**config.mk**
```make
export PLATFORM = sky130hd
export DESIGN_NAME = mem_write_back_flat
export DESIGN_NICKNAME = d
export VERILOG_FILES = /design/src/rtl/core_pkg.sv /design/src/rtl/mem_write_back_if.sv /design/src/rtl/mem_store_port.sv /design/src/rtl/mem_write_back.sv /design/src/flat_wrapper.sv
export SDC_FILE = /design/constraint.sdc
export NUM_CORES = 1
export LEC_CHECK = 0
export CORE_MARGIN = 2
export CORE_UTILIZATION = 43
export DETAILED_ROUTE_END_ITERATION = 7
export GPL_TIMING_DRIVEN = 0
export PLACE_DENSITY = 0.77
export SYNTH_ARGS = -nofsm -noshare
export SYNTH_HDL_FRONTEND = slang
export SYNTH_SLANG_ARGS = --single-unit
```
**constraint.sdc**
```tcl
create_clock -name clk -period 2 [get_ports clk]
set_input_delay 0.2 -clock clk [delete_from_list [all_inputs] [get_ports clk]]
set_output_delay 0.2 -clock clk [all_outputs]
set_load 0.005 [all_outputs]
```
**src/rtl/core_pkg.sv**
```systemverilog
// Shared types and defaults for the memory/write-back stage.
package core_pkg;

  localparam int DATA_W_DEF      = 32;
  localparam int RD_W_DEF        = 6;
  localparam int MEM_TIMEOUT_DEF = 255;

  // Register index 0 is hard-wired zero; writes to it are dropped.
  localparam int unsigned REG_ZERO = 0;

  typedef enum logic [1:0] {
    IDLE   = 2'd0,
    STORE  = 2'd1,
    COMMIT = 2'd2
  } memwb_state_t;

  function automatic logic is_word_aligned(input logic [1:0] lsb);
    return lsb == 2'b00;
  endfunction

endpackage

```
**src/rtl/mem_write_back_if.sv**
```systemverilog
// Execute-to-write-back result channel: valid/ready handshake plus the result fields.
// A transfer happens on a rising edge where ex_valid and ex_ready are both 1; the master
// holds every field stable while ex_valid is high and ex_ready is low.
interface mem_write_back_if #(
  parameter int DATA_W = 32,
  parameter int RD_W   = 6
);
  logic              ex_valid;
  logic              ex_ready;
  logic [DATA_W-1:0] data;
  logic              mem_write_enabled;
  logic [DATA_W-1:0] mem_write_dest;
  logic              reg_write_enabled;
  logic [RD_W-1:0]   reg_write_dest;
  logic              is_jump_enabled;
  logic [DATA_W-1:0] jump_dest;

  modport master (
    output ex_valid, data, mem_write_enabled, mem_write_dest,
           reg_write_enabled, reg_write_dest, is_jump_enabled, jump_dest,
    input  ex_ready
  );

  modport slave (
    input  ex_valid, data, mem_write_enabled, mem_write_dest,
           reg_write_enabled, reg_write_dest, is_jump_enabled, jump_dest,
    output ex_ready
  );
endinterface

```
**src/rtl/mem_store_port.sv**
```systemverilog
// Data-memory store port: holds req/we/addr/wdata until ack, abandons after MEM_TIMEOUT cycles.
module mem_store_port #(
  parameter int DATA_W      = 32,
  parameter int MEM_TIMEOUT = 255
) (
  input  logic              clk,
  input  logic              rstn,
  input  logic              start_i,
  input  logic [DATA_W-1:0] addr_i,
  input  logic [DATA_W-1:0] wdata_i,
  input  logic              dmem_ack_i,
  output logic              dmem_req_o,
  output logic              dmem_we_o,
  output logic [DATA_W-1:0] dmem_addr_o,
  output logic [DATA_W-1:0] dmem_wdata_o,
  output logic              done_o,
  output logic              timeout_o
);

  localparam int CNT_W = $clog2(MEM_TIMEOUT + 1);

  logic              req_q, req_d;
  logic [DATA_W-1:0] addr_q, addr_d;
  logic [DATA_W-1:0] wdata_q, wdata_d;
  logic [CNT_W-1:0]  cnt_q, cnt_d;
  logic              last_cycle;

  // cnt_q counts completed request cycles, so the request is live for exactly MEM_TIMEOUT cycles.
  assign last_cycle = (cnt_q == CNT_W'(MEM_TIMEOUT - 1));

  always_comb begin
    req_d     = req_q;
    addr_d    = addr_q;
    wdata_d   = wdata_q;
    cnt_d     = cnt_q;
    done_o    = 1'b0;
    timeout_o = 1'b0;
    if (req_q) begin
      done_o    = dmem_ack_i | last_cycle;
      timeout_o = last_cycle & ~dmem_ack_i;
      cnt_d     = cnt_q + CNT_W'(1);
      if (done_o) begin
        req_d = 1'b0;
        cnt_d = '0;
      end
    end else if (start_i) begin
      req_d   = 1'b1;
      addr_d  = addr_i;
      wdata_d = wdata_i;
      cnt_d   = '0;
    end
  end

  always_ff @(posedge clk or negedge rstn) begin
    if (!rstn) begin
      req_q   <= 1'b0;
      addr_q  <= '0;
      wdata_q <= '0;
      cnt_q   <= '0;
    end else begin
      req_q   <= req_d;
      addr_q  <= addr_d;
      wdata_q <= wdata_d;
      cnt_q   <= cnt_d;
    end
  end

  assign dmem_req_o   = req_q;
  assign dmem_we_o    = req_q;
  assign dmem_addr_o  = addr_q;
  assign dmem_wdata_o = wdata_q;

endmodule

```
**src/rtl/mem_write_back.sv**
```systemverilog
// Memory/write-back stage: accepts one execute result, performs its store, then commits the
// register write and PC redirect together. Optional retire counter under MEMWB_RETIRE_CNT_EN.
module mem_write_back
  import core_pkg::*;
#(
  parameter int DATA_W      = DATA_W_DEF,
  parameter int RD_W        = RD_W_DEF,
  parameter int MEM_TIMEOUT = MEM_TIMEOUT_DEF
) (
  input  logic              clk,
  input  logic              rstn,
  mem_write_back_if.slave   ex,
  output logic              dmem_req,
  output logic              dmem_we,
  output logic [DATA_W-1:0] dmem_addr,
  output logic [DATA_W-1:0] dmem_wdata,
  input  logic              dmem_ack,
  output logic              rf_we,
  output logic [RD_W-1:0]   rf_waddr,
  output logic [DATA_W-1:0] rf_wdata,
  output logic              redirect_valid,
  output logic [DATA_W-1:0] redirect_pc,
  output logic              mem_error,
  output memwb_state_t      dbg_state_o
`ifdef MEMWB_RETIRE_CNT_EN
  ,
  output logic [63:0]       retire_count
`endif
);

  memwb_state_t state_q, state_d;

  logic [DATA_W-1:0] data_q;
  logic              rw_q;
  logic [RD_W-1:0]   rd_q;
  logic              jmp_q;
  logic [DATA_W-1:0] jdest_q;

  logic              lat_en, st_start, st_done, st_timeout;
  logic              err_set, go_commit, sel_in;
  logic              mem_error_q;

  logic              eff_rw, eff_jmp;
  logic [RD_W-1:0]   eff_rd;
  logic [DATA_W-1:0] eff_data, eff_jdest;

  logic              rf_we_q, rf_we_d;
  logic [RD_W-1:0]   rf_waddr_q, rf_waddr_d;
  logic [DATA_W-1:0] rf_wdata_q, rf_wdata_d;
  logic              redir_q, redir_d;
  logic [DATA_W-1:0] redir_pc_q, redir_pc_d;

  mem_store_port #(
    .DATA_W      (DATA_W),
    .MEM_TIMEOUT (MEM_TIMEOUT)
  ) u_store (
    .clk          (clk),
    .rstn         (rstn),
    .start_i      (st_start),
    .addr_i       (ex.mem_write_dest),
    .wdata_i      (ex.data),
    .dmem_ack_i   (dmem_ack),
    .dmem_req_o   (dmem_req),
    .dmem_we_o    (dmem_we),
    .dmem_addr_o  (dmem_addr),
    .dmem_wdata_o (dmem_wdata),
    .done_o       (st_done),
    .timeout_o    (st_timeout)
  );

  assign ex.ex_ready = (state_q == IDLE);

  always_comb begin
    state_d   = state_q;
    lat_en    = 1'b0;
    st_start  = 1'b0;
    err_set   = 1'b0;
    go_commit = 1'b0;
    sel_in    = 1'b0;
    case (state_q)
      IDLE: begin
        if (ex.ex_valid) begin
          lat_en = 1'b1;
          if (ex.mem_write_enabled && is_word_aligned(ex.mem_write_dest[1:0])) begin
            st_start = 1'b1;
            state_d  = STORE;
          end else begin
            // Misaligned stores are flagged and dropped; the rest of the result still commits.
            err_set   = ex.mem_write_enabled;
            go_commit = 1'b1;
            sel_in    = 1'b1;
            state_d   = COMMIT;
          end
        end
      end
      STORE: begin
        if (st_done) begin
          err_set   = st_timeout;
          go_commit = 1'b1;
          state_d   = COMMIT;
        end
      end
      COMMIT:  state_d = IDLE;
      default: state_d = IDLE;
    endcase
  end

  // A non-store commits straight from the accepting cycle, so read the live inputs there.
  assign eff_rw    = sel_in ? ex.reg_write_enabled : rw_q;
  assign eff_rd    = sel_in ? ex.reg_write_dest    : rd_q;
  assign eff_data  = sel_in ? ex.data              : data_q;
  assign eff_jmp   = sel_in ? ex.is_jump_enabled   : jmp_q;
  assign eff_jdest = sel_in ? ex.jump_dest         : jdest_q;

  always_comb begin
    rf_we_d    = go_commit & eff_rw & (eff_rd != RD_W'(REG_ZERO));
    rf_waddr_d = go_commit ? eff_rd : '0;
    rf_wdata_d = go_commit ? eff_data : '0;
    redir_d    = go_commit & eff_jmp;
    redir_pc_d = (go_commit & eff_jmp) ? eff_jdest : '0;
  end

  always_ff @(posedge clk or negedge rstn) begin
    if (!rstn) begin
      state_q     <= IDLE;
      data_q      <= '0;
      rw_q        <= 1'b0;
      rd_q        <= '0;
      jmp_q       <= 1'b0;
      jdest_q     <= '0;
      mem_error_q <= 1'b0;
      rf_we_q     <= 1'b0;
      rf_waddr_q  <= '0;
      rf_wdata_q  <= '0;
      redir_q     <= 1'b0;
      redir_pc_q  <= '0;
    end else begin
      state_q <= state_d;
      if (lat_en) begin
        data_q  <= ex.data;
        rw_q    <= ex.reg_write_enabled;
        rd_q    <= ex.reg_write_dest;
        jmp_q   <= ex.is_jump_enabled;
        jdest_q <= ex.jump_dest;
      end
      mem_error_q <= mem_error_q | err_set;
      rf_we_q     <= rf_we_d;
      rf_waddr_q  <= rf_waddr_d;
      rf_wdata_q  <= rf_wdata_d;
      redir_q     <= redir_d;
      redir_pc_q  <= redir_pc_d;
    end
  end

  assign rf_we          = rf_we_q;
  assign rf_waddr       = rf_waddr_q;
  assign rf_wdata       = rf_wdata_q;
  assign redirect_valid = redir_q;
  assign redirect_pc    = redir_pc_q;
  assign mem_error      = mem_error_q;
  assign dbg_state_o    = state_q;

`ifdef MEMWB_RETIRE_CNT_EN
  logic [63:0] retire_q;

  always_ff @(posedge clk or negedge rstn) begin
    if (!rstn) begin
      retire_q <= '0;
    end else if (state_q == COMMIT) begin
      retire_q <= retire_q + 64'd1;
    end
  end

  assign retire_count = retire_q;
`endif

endmodule
```
**src/flat_wrapper.sv**
```systemverilog
// flat-port wrapper written by rule: the top's interface ports become plain ports
module mem_write_back_flat import core_pkg::*;
#(
  parameter int DATA_W      = DATA_W_DEF,
  parameter int RD_W        = RD_W_DEF,
  parameter int MEM_TIMEOUT = MEM_TIMEOUT_DEF
)
  (clk, rstn, dmem_req, dmem_we, dmem_addr, dmem_wdata, dmem_ack, rf_we, rf_waddr, rf_wdata, redirect_valid, redirect_pc, mem_error, dbg_state_o, ex_ex_valid, ex_data, ex_mem_write_enabled, ex_mem_write_dest, ex_reg_write_enabled, ex_reg_write_dest, ex_is_jump_enabled, ex_jump_dest, ex_ex_ready);
  mem_write_back_if #(.DATA_W(DATA_W), .RD_W(RD_W)) ex_i ();
  input  logic clk;
  input  logic rstn;
  output logic dmem_req;
  output logic dmem_we;
  output logic [DATA_W-1:0] dmem_addr;
  output logic [DATA_W-1:0] dmem_wdata;
  input  logic dmem_ack;
  output logic rf_we;
  output logic [RD_W-1:0] rf_waddr;
  output logic [DATA_W-1:0] rf_wdata;
  output logic redirect_valid;
  output logic [DATA_W-1:0] redirect_pc;
  output logic mem_error;
  output memwb_state_t dbg_state_o;
  input wire logic [$bits(ex_i.ex_valid)-1:0] ex_ex_valid;
  input wire logic [$bits(ex_i.data)-1:0] ex_data;
  input wire logic [$bits(ex_i.mem_write_enabled)-1:0] ex_mem_write_enabled;
  input wire logic [$bits(ex_i.mem_write_dest)-1:0] ex_mem_write_dest;
  input wire logic [$bits(ex_i.reg_write_enabled)-1:0] ex_reg_write_enabled;
  input wire logic [$bits(ex_i.reg_write_dest)-1:0] ex_reg_write_dest;
  input wire logic [$bits(ex_i.is_jump_enabled)-1:0] ex_is_jump_enabled;
  input wire logic [$bits(ex_i.jump_dest)-1:0] ex_jump_dest;
  output wire logic [$bits(ex_i.ex_ready)-1:0] ex_ex_ready;
  assign ex_i.ex_valid = ex_ex_valid;
  assign ex_i.data = ex_data;
  assign ex_i.mem_write_enabled = ex_mem_write_enabled;
  assign ex_i.mem_write_dest = ex_mem_write_dest;
  assign ex_i.reg_write_enabled = ex_reg_write_enabled;
  assign ex_i.reg_write_dest = ex_reg_write_dest;
  assign ex_i.is_jump_enabled = ex_is_jump_enabled;
  assign ex_i.jump_dest = ex_jump_dest;
  assign ex_ex_ready = ex_i.ex_ready;
  mem_write_back #(.DATA_W(DATA_W), .RD_W(RD_W), .MEM_TIMEOUT(MEM_TIMEOUT)) u_core (.clk(clk), .rstn(rstn), .ex(ex_i), .dmem_req(dmem_req), .dmem_we(dmem_we), .dmem_addr(dmem_addr), .dmem_wdata(dmem_wdata), .dmem_ack(dmem_ack), .rf_we(rf_we), .rf_waddr(rf_waddr), .rf_wdata(rf_wdata), .redirect_valid(redirect_valid), .redirect_pc(redirect_pc), .mem_error(mem_error), .dbg_state_o(dbg_state_o));
endmodule
```
* After elaboration in Yosys (flattened, before gate mapping)
Index checks and enable logic that the tools add are counted.
** Cells by class
- $add $sub $neg :: 1
- Multipliers :: 0
- Divide/modulo/power cells :: 0
- Order comparisons :: 0
- Eq/ne operators :: 4
- Shifts and indexed selects :: 0
- Mux-type cells :: 34
- Bitwise operators :: 8
- Reductions and logical operators :: 7
** Operators by type and width (number)
- 32-bit two-way mux :: 4
- 8-bit two-way mux :: 3
- 1-bit two-way mux :: 19
- 6-bit two-way mux :: 2
- 8-bit by 1-bit adder with 8-bit output, second input constant :: 1
- 8-bit == test, second input constant :: 1
- 2-bit two-way mux :: 3
- 6-bit nonzero test :: 1
- 1-bit AND :: 4
- 2-bit logical NOT :: 2
- 1-bit case mux with 2 select lines :: 2
- 2-bit case mux with 2 select lines :: 1
- 2-bit AND reduction :: 2
- 2-bit by 1-bit == test with 1-bit output, second input constant :: 1
- 2-bit by 1-bit inequality test with 1-bit output, second input constant :: 1
- 2-bit inequality test, second input constant :: 1
- 1-bit NOT :: 2
- 1-bit bitwise OR :: 2
- 2-bit nonzero test :: 1
- 1-bit logical AND :: 1
** Word-level totals
- Register bits :: 220
- Latch bits :: 0
- RAM bits :: 0
- ROM bits :: 0
- Bits of input ports :: 109
- Word-level logic and storage cells :: 70
- Memories kept :: 0

* Logic depth before layout (Yosys ltp)
Gate-level depths: netlist (run 1).
- Depth in word-level cells :: 8
- Gate-level depth with buffers :: 9

* Hierarchy
A second synthesis (run 1) with hierarchy kept.
** Unflattened totals
- Cell total of the unflattened synthesis :: 682
- Area, all modules :: 8359.3 µm²
** By module, submodules not included
- mem_write_back :: times used 1, cells an instance 489, area each 5449.0 µm², seq. area each 3678.5 µm²
- mem_store_port :: times used 1, cells an instance 193, area each 2910.3 µm², seq. area each 1826.8 µm²

* Worst setup path after synthesis (run 1)
Ideal clock, no wire load.
- Kind :: reg-to-reg
- From :: reg u_core.u_store.cnt_q[0]
- To :: reg u_core.rf_wdata_q[16] (netlist: u_core.rf_wdata[16])
- Library setup time :: 0.121 ns
- Data arrival time :: 1.751 ns
- Slack :: 0.128 ns
- Cell stages (with the launch flop) :: 10
- Path through :: dfrtp_1 inv_1 ha_1 and4_1 a22o_1 buf_2 and2_1 buf_6 buf_6 a22o_1
** Between the ends
- Word-level cells in the longest chain between the ends :: 6
** Ends and longest elaborated chain
- start: declaration :: RTL line mem_store_port.sv:25 : logic [CNT_W-1:0] cnt_q, cnt_d;
- start signal: assignment :: RTL line mem_store_port.sv:64 : cnt_q <= cnt_d;
- 8-bit == test :: RTL line mem_store_port.sv:29 : assign last_cycle = (cnt_q == CNT_W'(MEM_TIMEOUT - 1));
- 1-bit bitwise OR :: RTL line mem_store_port.sv:39 : done_o = dmem_ack_i | last_cycle;
- 1-bit two-way mux :: RTL line mem_store_port.sv:38 : if (req_q) begin
- 1-bit two-way mux :: RTL line mem_write_back.sv:97 : if (st_done) begin
- 1-bit case mux with 2 select lines :: RTL line mem_write_back.sv:80 : case (state_q)
- 32-bit two-way mux :: RTL line mem_write_back.sv:118 : rf_wdata_d = go_commit ? eff_data : '0;
- net u_core.rf_wdata_d[16] :: RTL line mem_write_back.sv:49 : logic [DATA_W-1:0] rf_wdata_q, rf_wdata_d;
- end signal: assignment :: RTL line mem_write_back.sv:149 : rf_wdata_q <= rf_wdata_d;
- end: declaration :: RTL line mem_write_back.sv:49
The timed path passes the listed nets, and every way through them passes these cells.
A chain may end at the register's enable or synchronous reset.

* Final worst setup path (run 1)
- From :: reg u_core.u_store.cnt_q[0]
- To :: reg u_core.rf_wdata_q[24] (netlist: u_core.rf_wdata[24])
Same word-level chain as after synthesis.

==> results of run 1 <==
through the flow:
step	cells	total power, mW	TNS [ns]	hold WS, ns
floorplan	566	7.164	0	-0.09559
global placement	1081	8.883	-1922.44	0.4605
detailed placement	1082	8.976	-55.04	0.3127
CTS	1129	13.95	0	0.2744
global route	1130	14.50	0	0.2767
finish	1130	13.81	0	0.2969
area by class of cell:
class / instances / area (um^2) / area share
clock inverters: 14 / 212.7 / 0.01722
repair buffers: 255 / 2567 / 0.2078
flip-flops and latches: 220 / 5505 / 0.4456
inverters: 3 / 11.26 / 0.0009114
plain buffers: 39 / 247.7 / 0.02005
well taps: 265 / 331.6 / 0.02684
multi-input cells: 304 / 2796 / 0.2263
clock buffers: 30 / 683.2 / 0.05529
report_power, final:
part	internal [mW]	switching [mW]	total, mW
Clock	3.07	1.81	4.88
Sequential	5.39	0.474	5.86
Combinational	2.05	1.02	3.07
routing by layer:
layer,GRT usage,wire (um),vias up
met5,0,0,-
met1,0.2489,8557,2862
li1,-,-,2625
met3,0.05166,1374,29
met4,0.04241,385,0
met2,0.3278,10060,184
placed cells by master, fill, tap and decap left out, drive strengths merged, types with 3 or more instances in the layout:
cell type      synthesis  layout
bufinv                 0       5
buf                   30      33
dfrtp                220     220
clkbuf                 9      41
nand3                  4       4
nand2                 11      11
nor2                  37      37
clkinv                 0       7
and2                   3       3
mux2                 135     135
o21ai                  7       7
nand2b                 4       4
a21oi                  6       6
a32oi                 32      32
inv                    3       4
clkdlybuf4s50          0     249
a22o                  39      39
flip-flops by register name, summed over array words and instances, names as in the netlist:
| register | cells |
|---|---|
| u_core.data_q | 32 |
| u_core.dbg_state_o | 2 |
| u_core.jdest_q | 32 |
| u_core.jmp_q | 1 |
| u_core.mem_error | 1 |
| u_core.rd_q | 6 |
| u_core.redirect_pc | 32 |
| u_core.redirect_valid | 1 |
| u_core.rf_waddr | 6 |
| u_core.rf_wdata | 32 |
| u_core.rf_we | 1 |
| u_core.rw_q | 1 |
| u_core.u_store.cnt_q | 8 |
| u_core.u_store.dmem_addr_o | 32 |
| u_core.u_store.dmem_req_o | 1 |
| u_core.u_store.dmem_wdata_o | 32 |
logic make-up (layout without fill, tap and decap cells):
family                   count (synthesis)  after routing  synth area share
AND/OR/NAND/NOR                         71             71           0.04012
AO/OA/AOI/OAI                           92             92           0.08774
flip-flops                             220            220            0.6467
XOR/XNOR                                 2              2          0.002058
adder cells (fa/ha/maj)                  2              2          0.002939
buffers and inverters                   42            341           0.02763
multiplexers                           137            137            0.1928
timing repair:
action                                 CTS  global route
resized for setup                        5            14
buffers inserted                         2             1
endpoints found under the hold margin  108             0
setup endpoints to repair              126            94
hold buffers                             1             0
pin swaps                                0             0
worst min-delay path by stage:
| stage | endpoint | cells past startpoint | from | slack (ns) |
|---|---|---|---|---|
| 2_1_floorplan | u_core.data_q[0] | 0 | rstn | -0.1 |
| 3_3_place_gp | u_core.mem_error | 2 | u_core.mem_error | 0.46 |
| 3_5_place_dp | u_core.u_store.dmem_wdata_o[14] | 1 | rstn | 0.31 |
| 4_1_cts | u_core.u_store.dmem_addr_o[21] | 2 | ex_mem_write_dest[21] | 0.27 |
| 5_1_grt | u_core.u_store.dmem_addr_o[5] | 2 | ex_mem_write_dest[5] | 0.28 |
| 6_report | u_core.u_store.dmem_addr_o[21] | 2 | ex_mem_write_dest[21] | 0.30 |
worst max-delay path, stage by stage, from the launching register on:
cell     delay (ns)
dfrtp_1        0.36
inv_1          0.05
ha_2           0.19
and4_1         0.19
a22o_1         0.20
buf_6          0.14
and2_1         0.18
buf_6          0.15
buf_6          0.15
a22o_1         0.19
==> results.py, run 1 <==
metrics = {
    "synth": {
        "synth_edf_count": 0,
        "synthTopCellsByCount": "dfrtp_1 (220), mux2_2 (108), a22o_1 (39)",
        "ys_types": 35,
        "synth_fp_nets": 677,
        "yosysWarningCount": 0,
        "synth_area_mm2": 0.008513,
        "yosysSeqAreaShare": 0.6467,
        "synth_seq_cells": 220,
        "synth_area_leaders": "dfrtp_1 (65%), mux2_2 (14%), mux2_4 (4.8%)",
        "yosysTopAreaCell": "dfrtp_1",
        "synth_top_area_share": 0.6467,
        "synth_area_per_cell_um2": 15.04,
        "synth_most_common_cell": "dfrtp_1",
        "postSynthCellCount": 566,
        "async_reset_ff_frac": 1.000,
        "yosys_most_used_dff": "dfrtp_1",
    },
    "pwr": {
        "power.leakage_nw": 5.369,
        "power_density_mw_per_mm2": 1118,
        "vdd_ir_drop_max_mv": 0.6608,
    },
    "setup_path": {
        "startpoint": "u_core.u_store.cnt_q[0]",
        "worstPathArrival_ns": 2.32,
        "end_kind": "register",
        "crit_end": "u_core.rf_wdata[24]",
        "rr_startpoint": "u_core.u_store.cnt_q[0]",
        "critPathLaunchType": "register",
        "timing.rr.end": "u_core.rf_wdata[24]",
        "crit_type": "reg -> reg",
        "r2r_cells": 9,
        "crit_required_ns": 2.39,
        "path_max_fanout": 10,
        "r2r_slack_ns": 0.08,
    },
    "sta": {
        "fmax_mhz": 519.5,
        "setup_viol": 0,
        "period_minus_slack_ns": 1.925,
        "tightest_slew_ns": 0.8289,
        "slew_viol_final": 0,
        "fin_skew_ns": 0.01474,
        "setup_ws_ns": 0.07501,
        "final-hold-violation-count": 0,
        "maxSlewHeadroom": 0.4474,
        "grt_setup_unrepaired": "no",
        "fin_crit_sh": 0.9625,
    },
    "clock_tree": {
        "clkSlewWorstSetupHoldPaths_ns": 0.06,
        "cts_buffer_depth": 3,
        "cts-root-buf": "clkbuf_16",
        "cts_tree": "built",
        "cts_made_buffers": 24,
        "cts-htree-levels": 1,
        "clk_latency_ns": 0.51,
        "cts.sinks": 220,
    },
    "placed_design": {
        "place_congestion": 0.7617,
        "hpwl_um": 13840,
        "post_dp_cell_area_mm2": 0.01138,
        "dp_slack_ns": -0.4866,
        "port_buffers": 250,
    },
    "detailed_routing": {
        "dr.pass1.iters": 4,
        "ant_nets": 0,
        "post-route-drc-count": 0,
        "wl_per_cell_um": 18.04,
        "avgViaCountPerCell": 5.044,
        "num_vias": 5700,
        "wl_um": 20380,
        "first_iter_violations": 172,
    },
    "die": {
        "std_cell_rows": 51,
        "io_pins": 251,
        "dieArea_mm2": 0.02094,
        "initial_core_util": 0.4374,
        "die_x_um": 144.7,
        "core_mm2": 0.01946,
        "die_h_um": 144.7,
    },
    "cells_and_area": {
        "final_util": 0.6348,
        "nets": 958,
        "drive_gt1_frac": 0.2543,
        "fin_area_mm2": 0.01236,
        "num-fill-cells": 1499,
        "antenna_cells": 0,
        "area_delta_synth_final_pct": 45.14,
    },
    "outcome": {
        "outcome": "completed",
    },
    "grt": {
        "track_usage": 0.1926,
        "grt_max_degree": 113,
        "globalRouteOverflowTotal": 0,
        "grt_pass1_vias": 5984,
        "grt_pass1_wl_um": 31680,
        "antenna_found_initial": 0,
    },
    "worst_hold_path": {
        "hp-class": "in -> reg",
    },
    "run": {
        "cap_violations": 0,
    },
}
No activity file was read; power rests on OpenSTA's default activity.
==> inputs of run 2 (changes only) <==
TNS_END_PERCENT = 30   (was unset)
==> run 2 against run 1 <==
Compared with the run above: combinational power barely moved; clock skew hardly changed; sequential share of layout area about the same; power shrank 0.10%; first-iteration DRC count is 0.58% higher; clock-buffer cell count did not move; critical path depth stayed put; maximum frequency up 0.55%; cell count is 0.18% lower; setup slack better by 0.010 ns; critical path type unchanged; largest cell class unchanged.
==> results.py, run 2 (synthesis gave the netlist of run 1 again) <==
metrics = {
    "outcome": {
        "outcome": "completed",
    },
    "clock_tree": {
        "cts_buffer_depth": 3,
        "cts-htree-levels": 1,
        "clkSlewWorstSetupHoldPaths_ns": 0.06,
        "cts_tree": "built",
        "clk_latency_ns": 0.52,
        "cts.sinks": 220,
        "cts-root-buf": "clkbuf_16",
        "cts_made_buffers": 24,
    },
    "placed_design": {
        "place_congestion": 0.7617,
        "port_buffers": 250,
        "dp_slack_ns": -0.4866,
        "hpwl_um": 13840,
    },
    "die": {
        "initial_core_util": 0.4374,
        "die_x_um": 144.7,
        "die_h_um": 144.7,
        "dieArea_mm2": 0.02094,
        "io_pins": 251,
        "std_cell_rows": 51,
        "core_mm2": 0.01946,
    },
    "setup_path": {
        "path_cells": "inv_2 -> ha_2 -> and4_1 -> a22o_1 -> buf_6 -> and2_4 -> buf_12 -> buf_8 -> a22o_1",
        "critPathLaunchType": "register",
        "slowest_delay_ns": 0.41,
        "cpMostUsedCell": "a22o_1",
        "path_max_fanout": 10,
        "worstPathArrival_ns": 2.30,
        "crit_type": "reg -> reg",
        "critPathTopFamily": "buffers and inverters",
        "end_kind": "register",
        "crit_required_ns": 2.39,
        "cp_num_buf_inv": 4,
        "slowest_stage": "dfrtp_2",
    },
    "grt": {
        "grt_pass1_vias": 5986,
        "globalRouteOverflowTotal": 0,
        "track_usage": 0.1927,
        "antenna_found_initial": 0,
        "grt_max_degree": 113,
        "grt_pass1_wl_um": 31690,
    },
    "cells_and_area": {
        "nets": 956,
        "area_delta_synth_final_pct": 45.09,
        "multi_input_area_mm2": 0.002799,
        "final_cell_mix": "clkdlybuf4s50_1 (249), dfrtp_1 (219), mux2_2 (108)",
        "final_common_cell": "clkdlybuf4s50_1",
        "antenna_cells": 0,
        "regArea_mm2": 0.005507,
        "num-fill-cells": 1501,
        "drive_gt1_frac": 0.2561,
    },
    "pwr": {
        "power.leakage_nw": 5.362,
        "fin_total_pwr_mw": 13.80,
        "power_density_mw_per_mm2": 1117,
        "vdd_ir_drop_max_mv": 0.6607,
    },
    "detailed_routing": {
        "ant_nets": 0,
        "wl_met1_um": 8467,
        "num_vias": 5675,
        "first_iter_violations": 173,
        "wl_per_cell_um": 17.98,
        "post-route-drc-count": 0,
        "avgViaCountPerCell": 5.031,
        "dr_wl_met2_um": 9951,
        "highest_layer": "met4",
        "wl_met3_um": 1475,
        "dr.pass1.iters": 4,
        "wl_um": 20280,
    },
    "sta": {
        "fin_crit_sh": 0.9573,
        "tightest_slew_ns": 0.8253,
        "fmax_mhz": 522.3,
        "period_minus_slack_ns": 1.915,
        "maxSlewHeadroom": 0.4498,
        "fin_skew_ns": 0.01522,
        "setup_ws_ns": 0.08549,
        "setup_viol": 0,
        "slew_viol_final": 0,
        "grt_setup_unrepaired": "no",
        "final-hold-violation-count": 0,
    },
    "worst_hold_path": {
        "hp-class": "in -> reg",
    },
    "run": {
        "cap_violations": 0,
    },
}
run 2: area by class of cell:
type	count	area share
Multi-Input combinational cell	304	0.2266
Buffer	39	0.02066
Timing Repair Buffer	253	0.2066
Inverter	3	0.0009117
Sequential cell	220	0.4458
Clock buffer	30	0.05531
Tap cell	265	0.02684
Clock inverter	14	0.01722
run 2: what timing repair did:
item | CTS | global route
endpoints found under the setup margin | 126 | 94
hold buffers | 1 | 0
pin swaps | 0 | 1
gates resized for setup | 9 | 14
buffers inserted | 0 | 1
endpoints found under the hold margin | 108 | 0
run 2: layer usage:
layer / track usage / vias to the layer above
met5: 0 / -
met4: 0.04241 / 0
met2: 0.3278 / 182
met1: 0.2491 / 2843
met3: 0.05166 / 29
li1: - / 2621
run 2: stage by stage:
stage	hold slack, ns	cell area (um^2)	util	TNS (ns)	instances
2_1_floorplan	-0.09559	8513	-	0	566
3_3_place_gp	0.4605	11350	0.5830	-1922.44	1081
5_1_grt	0.2767	12350	0.6347	0	1128
6_report	0.2968	12350	0.6347	0	1128
4_1_cts	0.2744	12320	0.6329	0	1127
3_5_place_dp	0.3127	11380	0.5847	-55.04	1082
run 2: power breakdown:
group	internal, mW	switching, mW
Clock	3.07	1.81
Sequential	5.39	0.483
Combinational	2.04	1.01
run 2: final timing paths:
kind                                    startpoint                              end  slack [ns]  depth (start not counted)
setup / recovery           u_core.u_store.cnt_q[0]              u_core.rf_wdata[24]        0.09                          9
max in group asynchronous                     rstn           u_core.redirect_pc[21]        0.67                          3
hold reg to reg                   u_core.mem_error                 u_core.mem_error        0.48                          2
setup reg to reg           u_core.u_store.cnt_q[0]              u_core.rf_wdata[24]        0.09                          9
hold / removal               ex_mem_write_dest[21]   u_core.u_store.dmem_addr_o[21]        0.30                          2
min in group asynchronous                     rstn  u_core.u_store.dmem_wdata_o[12]        0.33                          2
==> inputs of run 3 (changes only) <==
CAP_MARGIN = 25   (was unset)
CTS_CLUSTER_SIZE = 20   (was unset)
==> results of run 3 <==
No change in the layout: final DEF, timing and power equal those of run 2.
